$ cat src/rtl/apb_req_arbiter.sv
// Round-robin arbiter that shares one APB bus among four requesters and runs the
// SETUP/ACCESS handshake itself, with a PREADY timeout guarding every ACCESS phase.
module apb_req_arbiter #(
   parameter int NREQ    = 4,
   parameter int TIMEOUT = 16
) (
   input  logic              PCLK,
   input  logic              PRESET,
   input  logic [NREQ-1:0]   req,
   input  logic [NREQ-1:0]   req_write,
   input  logic [7*NREQ-1:0] req_addr,
   input  logic [8*NREQ-1:0] req_wdata,
   output logic [NREQ-1:0]   done,
   output logic [NREQ-1:0]   err,
   output logic [7:0]        rdata,
   output logic [NREQ-1:0]   grant,
   output logic              PSELECT1,
   output logic              PSELECT2,
   output logic              PENABLE,
   output logic              PWRITE,
   output logic [6:0]        PADDR,
   output logic [7:0]        PWDATA,
   input  logic [7:0]        PRDATA,
   input  logic              PREADY,
   input  logic              PSLVERR
);

   typedef enum logic [1:0] {S_IDLE, S_SETUP, S_ACCESS} state_t;

   state_t          state;
   logic [1:0]      rr_ptr;
   logic [7:0]      tmo_cnt;

   logic [NREQ-1:0] req_eff;
   logic            any_req;
   logic            found;
   logic [1:0]      cand;
   logic [1:0]      win_idx;
   logic [NREQ-1:0] win_oh;
   logic [6:0]      win_addr;
   logic [7:0]      win_wdata;
   logic            win_write;

   // A requester just completed still holds req in its done cycle; mask it out.
   always_comb begin
      req_eff   = req & ~done;
      any_req   = |req_eff;
      found     = 1'b0;
      cand      = 2'd0;
      win_idx   = rr_ptr;
      for (int k = 1; k <= NREQ; k++) begin
         cand = rr_ptr + 2'(k);
         if (!found && req_eff[cand]) begin
            win_idx = cand;
            found   = 1'b1;
         end
      end
      win_oh    = '0;
      win_oh[win_idx] = 1'b1;
      win_addr  = '0;
      win_wdata = '0;
      win_write = 1'b0;
      for (int i = 0; i < NREQ; i++) begin
         if (win_idx == 2'(i)) begin
            win_addr  = req_addr[7*i +: 7];
            win_wdata = req_wdata[8*i +: 8];
            win_write = req_write[i];
         end
      end
   end

   always_ff @(posedge PCLK) begin
      if (PRESET) begin
         state    <= S_IDLE;
         rr_ptr   <= 2'd3;
         tmo_cnt  <= '0;
         done     <= '0;
         err      <= '0;
         grant    <= '0;
         rdata    <= '0;
         PSELECT1 <= 1'b0;
         PSELECT2 <= 1'b0;
         PENABLE  <= 1'b0;
         PWRITE   <= 1'b0;
         PADDR    <= '0;
         PWDATA   <= '0;
      end else begin
         done <= '0;
         err  <= '0;
         case (state)
            S_IDLE: begin
               if (any_req) begin
                  grant    <= win_oh;
                  PADDR    <= win_addr;
                  PWRITE   <= win_write;
                  PWDATA   <= win_wdata;
                  PSELECT1 <= win_addr[6];
                  PSELECT2 <= ~win_addr[6];
                  rr_ptr   <= win_idx;
                  state    <= S_SETUP;
               end
            end
            S_SETUP: begin
               PENABLE <= 1'b1;
               tmo_cnt <= '0;
               state   <= S_ACCESS;
            end
            S_ACCESS: begin
               if (PREADY) begin
                  if (!PWRITE) rdata <= PRDATA;
                  done     <= grant;
                  err      <= PSLVERR ? grant : '0;
                  grant    <= '0;
                  PSELECT1 <= 1'b0;
                  PSELECT2 <= 1'b0;
                  PENABLE  <= 1'b0;
                  state    <= S_IDLE;
               end else if (tmo_cnt == 8'(TIMEOUT-1)) begin
                  // Hung slave: force completion with an error and a clean rdata.
                  rdata    <= '0;
                  done     <= grant;
                  err      <= grant;
                  grant    <= '0;
                  PSELECT1 <= 1'b0;
                  PSELECT2 <= 1'b0;
                  PENABLE  <= 1'b0;
                  state    <= S_IDLE;
               end else begin
                  tmo_cnt <= tmo_cnt + 8'd1;
               end
            end
            default: state <= S_IDLE;
         endcase
      end
   end

endmodule

$ cat config.mk
export PLATFORM = sky130hd
export DESIGN_NAME = apb_req_arbiter
export DESIGN_NICKNAME = d
export VERILOG_FILES = /design/src/rtl/apb_req_arbiter.sv
export SDC_FILE = /design/constraint.sdc
export NUM_CORES = 1
export LEC_CHECK = 0
export ABC_CLOCK_PERIOD_IN_PS = 6300
export CELL_PAD_IN_SITES_DETAIL_PLACEMENT = 1
export CELL_PAD_IN_SITES_GLOBAL_PLACEMENT = 1
export CORE_ASPECT_RATIO = 2
export CORE_MARGIN = 4
export CORE_UTILIZATION = 32
export DETAILED_ROUTE_END_ITERATION = 8
export HOLD_SLACK_MARGIN = 0.08
export PLACE_DENSITY_LB_ADDON = 0.1
export SKIP_LAST_GASP = 1
export SLEW_MARGIN = 30
export SYNTH_ARGS = -nofsm -noshare
export SYNTH_HDL_FRONTEND = slang
export SYNTH_SLANG_ARGS = --single-unit
$ cat constraint.sdc
create_clock -name PCLK -period 6.3 [get_ports PCLK]
set_clock_uncertainty 0.15 [all_clocks]
set_input_delay 1.575 -clock PCLK [delete_from_list [all_inputs] [get_ports PCLK]]
set_output_delay 1.575 -clock PCLK [all_outputs]
set_load 0.1 [all_outputs]
# Word-level counts from Yosys, hierarchy flattened
# Cells that the tools add are included.
# Widths: inputs -> output; s select.
[totals]
regBits = 51
out_inout_bits = 39
in_bits = 80
word_cells = 112
[op_classes]
eq_ne = 11
mux = 54
bitwise = 4
magnitude_cmp = 6
reduce_logical = 20
add_sub_neg = 4
[ops]
columns = ["cell", "n"]
rows = [
  ["$mux 8", 9],
  ["$mux 4", 7],
  ["$mux 7", 4],
  ["$mux 1", 16],
  ["$pmux 8 s2", 1],
  ["$lt 2x3->1 const B", 5],
  ["$mux 2", 7],
  ["$reduce_and 3->1", 3],
  ["$add 8x1->8 const B", 1],
  ["$bmux 1 s2", 4],
  ["$eq 8x4->1 const B", 1],
  ["$ne 2x2->1 const B", 4],
  ["$pmux 4 s2", 1],
  ["$eq 2x2->1 const B", 3],
  ["$pmux 1 s2", 3],
  ["$pmux 2 s3", 1],
  ["$reduce_and 2->1", 3],
  ["$reduce_bool 2->1", 3],
  ["$add 2x2->2 const B", 2],
  ["$and 4x4->4", 1],
  ["$eq 2x1->1 const B", 2],
  ["$logic_and 1x1->1", 4],
  ["$logic_not 2->1", 2],
  ["$not 4->4", 1],
  ["other kinds (8)", 11],
]

# Depth between registers and ports, before layout
[depth]
depth_word = 22
mapped_depth = 9
ltp_nobuf = 8

# Worst setup path before layout
# OpenSTA, ideal clock, no wires.
[synth_path]
kind = "in2reg"
from = "input port req[2]"
to = "register PADDR[0]"
setup_time_ps = 120
cell_stages = 8
t_required_ps = 6030
t_arrival_ps = 2964
slack_ps = 3067
cell_sequence = "nor2b_1 > o41ai_4 > nor2_2 > nand2b_1 > buf_6 > buf_6 > nor2_1 > a211o_1"
[synth_via]
elab_chain_cells = 18
[synth_lines]
columns = ["element", "line_no", "rtl"]
rows = [
  ["start: declaration", "9", "input logic [NREQ-1:0] req,"],
  ["$and 4x4->4 (*)", "46", "req_eff = req & ~done;"],
  ["$bmux 1 s2", "53", "if (!found && req_eff[cand]) begin"],
  ["$mux 1 (implied by the code)", "53", ""],
  ["$mux 1", "53", ""],
  ["$logic_not 1->1", "53", ""],
  ["$logic_and 1x1->1", "53", ""],
  ["$mux 1", "53", ""],
  ["$logic_not 1->1", "53", ""],
  ["$logic_and 1x1->1", "53", ""],
  ["$mux 1", "53", ""],
  ["$logic_not 1->1", "53", ""],
  ["$logic_and 1x1->1", "53", ""],
  ["$mux 2", "53", ""],
  ["$logic_not 2->1", "64", "if (win_idx == 2'(i)) begin"],
  ["$mux 7 (4 in series)", "64", ""],
  ["end signal: assignment", "94", "PADDR <= win_addr;"],
  ["end: declaration", "21", "output logic [6:0] PADDR,"],
]
# Mark *: on every way between the ends. The rest lies on a longest branch, timed or not. The select of a mux whose other input is x is not followed.
# A chain may end at the register's enable or synchronous reset.

# Worst setup path after layout
[layout_path]
from = "input port req[1]"
to = "register PADDR[0]"
# Same word-level chain as after synthesis.

==> flow_summary.toml <==
[timing]
finalSetupTns_ns = 0
worst_pin_slew_ns = 1.02
final_hold_viol_count = 0
setup_viol = 0
finalCriticalPeriod_ns = 4.10
slew-limit-headroom_pct = 32.0
rsz0062_at_grt = "no"
fin_ws_ns = 2.20
maxSlewViolCount = 0
fin_crit_sh_pct = 65.1
fmax_mhz = 244

[drt]
routed_via_density = 5.04
drc = 0
routed_wl_mm = 7.82
drtIter0Drc = 48
final_antenna_net_count = 0
vias = 2469
routedWlPerCell_um = 16.0
drt_first_pass_iters = 4

[cells_and_area]
seqCellArea_sq_mm = 0.00102
n_fill_cell = 908
area_delta_synth_final_pct = 55.6
antenna_cells = 0
drive_gt1_share_pct = 5.05
multi_input_area_sq_mm = 0.00141
final_nets = 480

[critical_path]
crit_slowest_cell = "o21ai_4"
r2r_slack_ns = 3.58
crit_path_start_kind = "input pin"
cp.required_ns = 6.33
end_kind = "register"
cp_slowest_stage_delay_ns = 0.69
crit_arrival_ns = 4.13
crit_family = "compound AO/OA/AOI/OAI gates"
path_cells = "clkdlybuf4s50_1 > nor3b_1 > a211oi_1 > o21ai_4 > buf_4 > mux2i_1 > nor2_1 > a211o_1"
crit_fanout = 24
crit_type = "in -> reg"
crit_buf_inv = 2

[synth]
netlist_area_sq_mm = 0.00252
seq_area_frac_synth_pct = 40.5
async_reset_ff_share_pct = 0
netlist_instances = 281
ys_ff_latch = 51
avgSynthCellArea_sq_um = 8.98
ys.flop_type = "dfxtp_1"
synth-edff-count = 0
yosys_warnings = 0
ys_types = 43
synth_fp_nets = 366

[floorplan]
fp.dieH_um = 134
core-area_sq_mm = 0.00766
row_count = 45
start_util_pct = 33.0
die_area_sq_mm = 0.00946
io_pins = 119
die_x_um = 70.8

[min_path]
holdCritPathClass = "reg -> reg"

[placed_design]
place.gp.congestion = 0.786
pre_cts_slack_ns = 1.88
numPortBuffers = 118
hpwl_mm = 6.29

[cts]
ctsResizeCount = 0
cts_hold_buf = 0
cts_root_buf = "clkbuf_16"
cts_tree = "done"
insertion_delay_ns = 0.29
post_cts_buffers = 0
path_clk_slew_ns = 0.06
cts_made_buffers = 5
cts_sinks = 51
htreeDepth = 2
clockBufferDepth = 2

[status]
status = "complete, no violations"

[global_routing]
grt_pass1_wl_mm = 12.6
grt_use_total_pct = 16.8
antenna_found_initial = 0
gr-total-overflow = 0
grt_pass1_vias = 2643
grt_max_degree = 28

[pwr]
peakVddDrop_mv = 0.231
powerDensity_mw_per_mm2 = 315
power_mw = 1.24
p_leak_nw = 1.65

[run]
maxCapViolCount = 0
[synthesized netlist by cell type (3+ instances only)]
master | count | share of area [%]
a211o_1 | 16 | 5.6
a211oi_1 | 3 | 0.89
a21o_1 | 3 | 0.89
a21oi_1 | 17 | 3.4
a2bb2oi_1 | 3 | 1.0
a32oi_1 | 3 | 1.0
and2_1 | 8 | 2.0
buf_4 | 3 | 0.89
buf_6 | 3 | 1.3
clkbuf_1 | 5 | 0.74
dfxtp_1 | 51 | 40
ha_1 | 5 | 2.5
inv_1 | 5 | 0.74
mux2i_1 | 32 | 13
nand2_1 | 20 | 3.0
nand2b_1 | 5 | 1.2
nand3_1 | 9 | 1.8
nor2_1 | 45 | 6.7
nor2b_1 | 3 | 0.74
nor3_1 | 3 | 0.59
nor4_1 | 3 | 0.74
o21ai_0 | 5 | 0.99
xor2_1 | 4 | 1.4
[worst register-to-register path, delay by kind of cell (launching register included)]
family / cells / cell delay [ns]
flops: 1 / 0.35
simple gates: 2 / 0.36
compound gates: 3 / 1.12
mux: 1 / 0.22
buf+inv: 1 / 0.41
[cells in the final DEF, fill, tap and decap left out, drive strengths merged, types with 7 or more instances in the layout]
cell             n
nand3            9
nor2            46
clkbuf           7
and2             8
mux2i           32
a21oi           18
nand2           21
dfxtp           51
a211o           16
clkdlybuf4s50  118
[metal layers]
metal,routed length (um),global-route usage [%]
met5,0,0
met4,192,7.32
met1,2560,14.3
met2,4480,33.7
met3,585,5.36
[registers in the layout, summed over array words and instances (netlist names)]
register / count
PADDR: 7
PENABLE: 1
PSELECT1: 1
PSELECT2: 1
PWDATA: 8
PWRITE: 1
done: 4
err: 4
grant: 4
rdata: 8
rr_ptr: 2
state: 2
tmo_cnt: 8
[cell type report]
type	count	share of cell area, %
flip-flops and latches	51	26.0
clock inverters	1	0.191
clock buffers	7	3.89
repair buffers	121	30.7
inverters	5	0.478
well taps	94	3.00
multi-input cells	211	35.8
[cell families after synthesis]
family	count (synthesis)	synth area share (%)
xor gates and xnor gates	4	1.39
AOI/OAI and AO/OA	59	17.4
buffers and inverters	19	4.31
and+or+nand+nor	111	21.3
muxes	32	12.7
adders and majority gates	5	2.48
DFF	51	40.5
[stage by stage]
| stage | area (sq um) | std cells | hold WS, ns | util, % |
|---|---|---|---|---|
| floorplan | 2520 | 281 | 0.307 | - |
| detailed placement | 3770 | 482 | 0.299 | 49.2 |
| global placement | 3770 | 482 | 0.289 | 49.2 |
| CTS | 3930 | 490 | 0.308 | 51.3 |
| global route | 3930 | 490 | 0.338 | 51.3 |
| finish | 3930 | 490 | 0.305 | 51.3 |
[final timing paths]
| kind | to | from | cells after the start |
|---|---|---|---|
| max | PADDR[0]$_SDFFE_PP0P_ | req[1] | 8 |
| min | rdata[6]$_SDFFE_PP0P_ | rdata[6]$_SDFFE_PP0P_ | 2 |
| min reg2reg | rdata[6]$_SDFFE_PP0P_ | rdata[6]$_SDFFE_PP0P_ | 2 |
| max reg2reg | PADDR[0]$_SDFFE_PP0P_ | rr_ptr[0]$_SDFFE_PP1P_ | 7 |
[power breakdown]
group          total (mW)  internal [mW]  switching [mW]
sequential          0.386          0.361          0.0255
clock               0.286          0.169           0.117
combinational       0.566          0.186           0.380
total                1.24          0.716           0.522
Note: power is estimated with default switching activity, not from simulation.
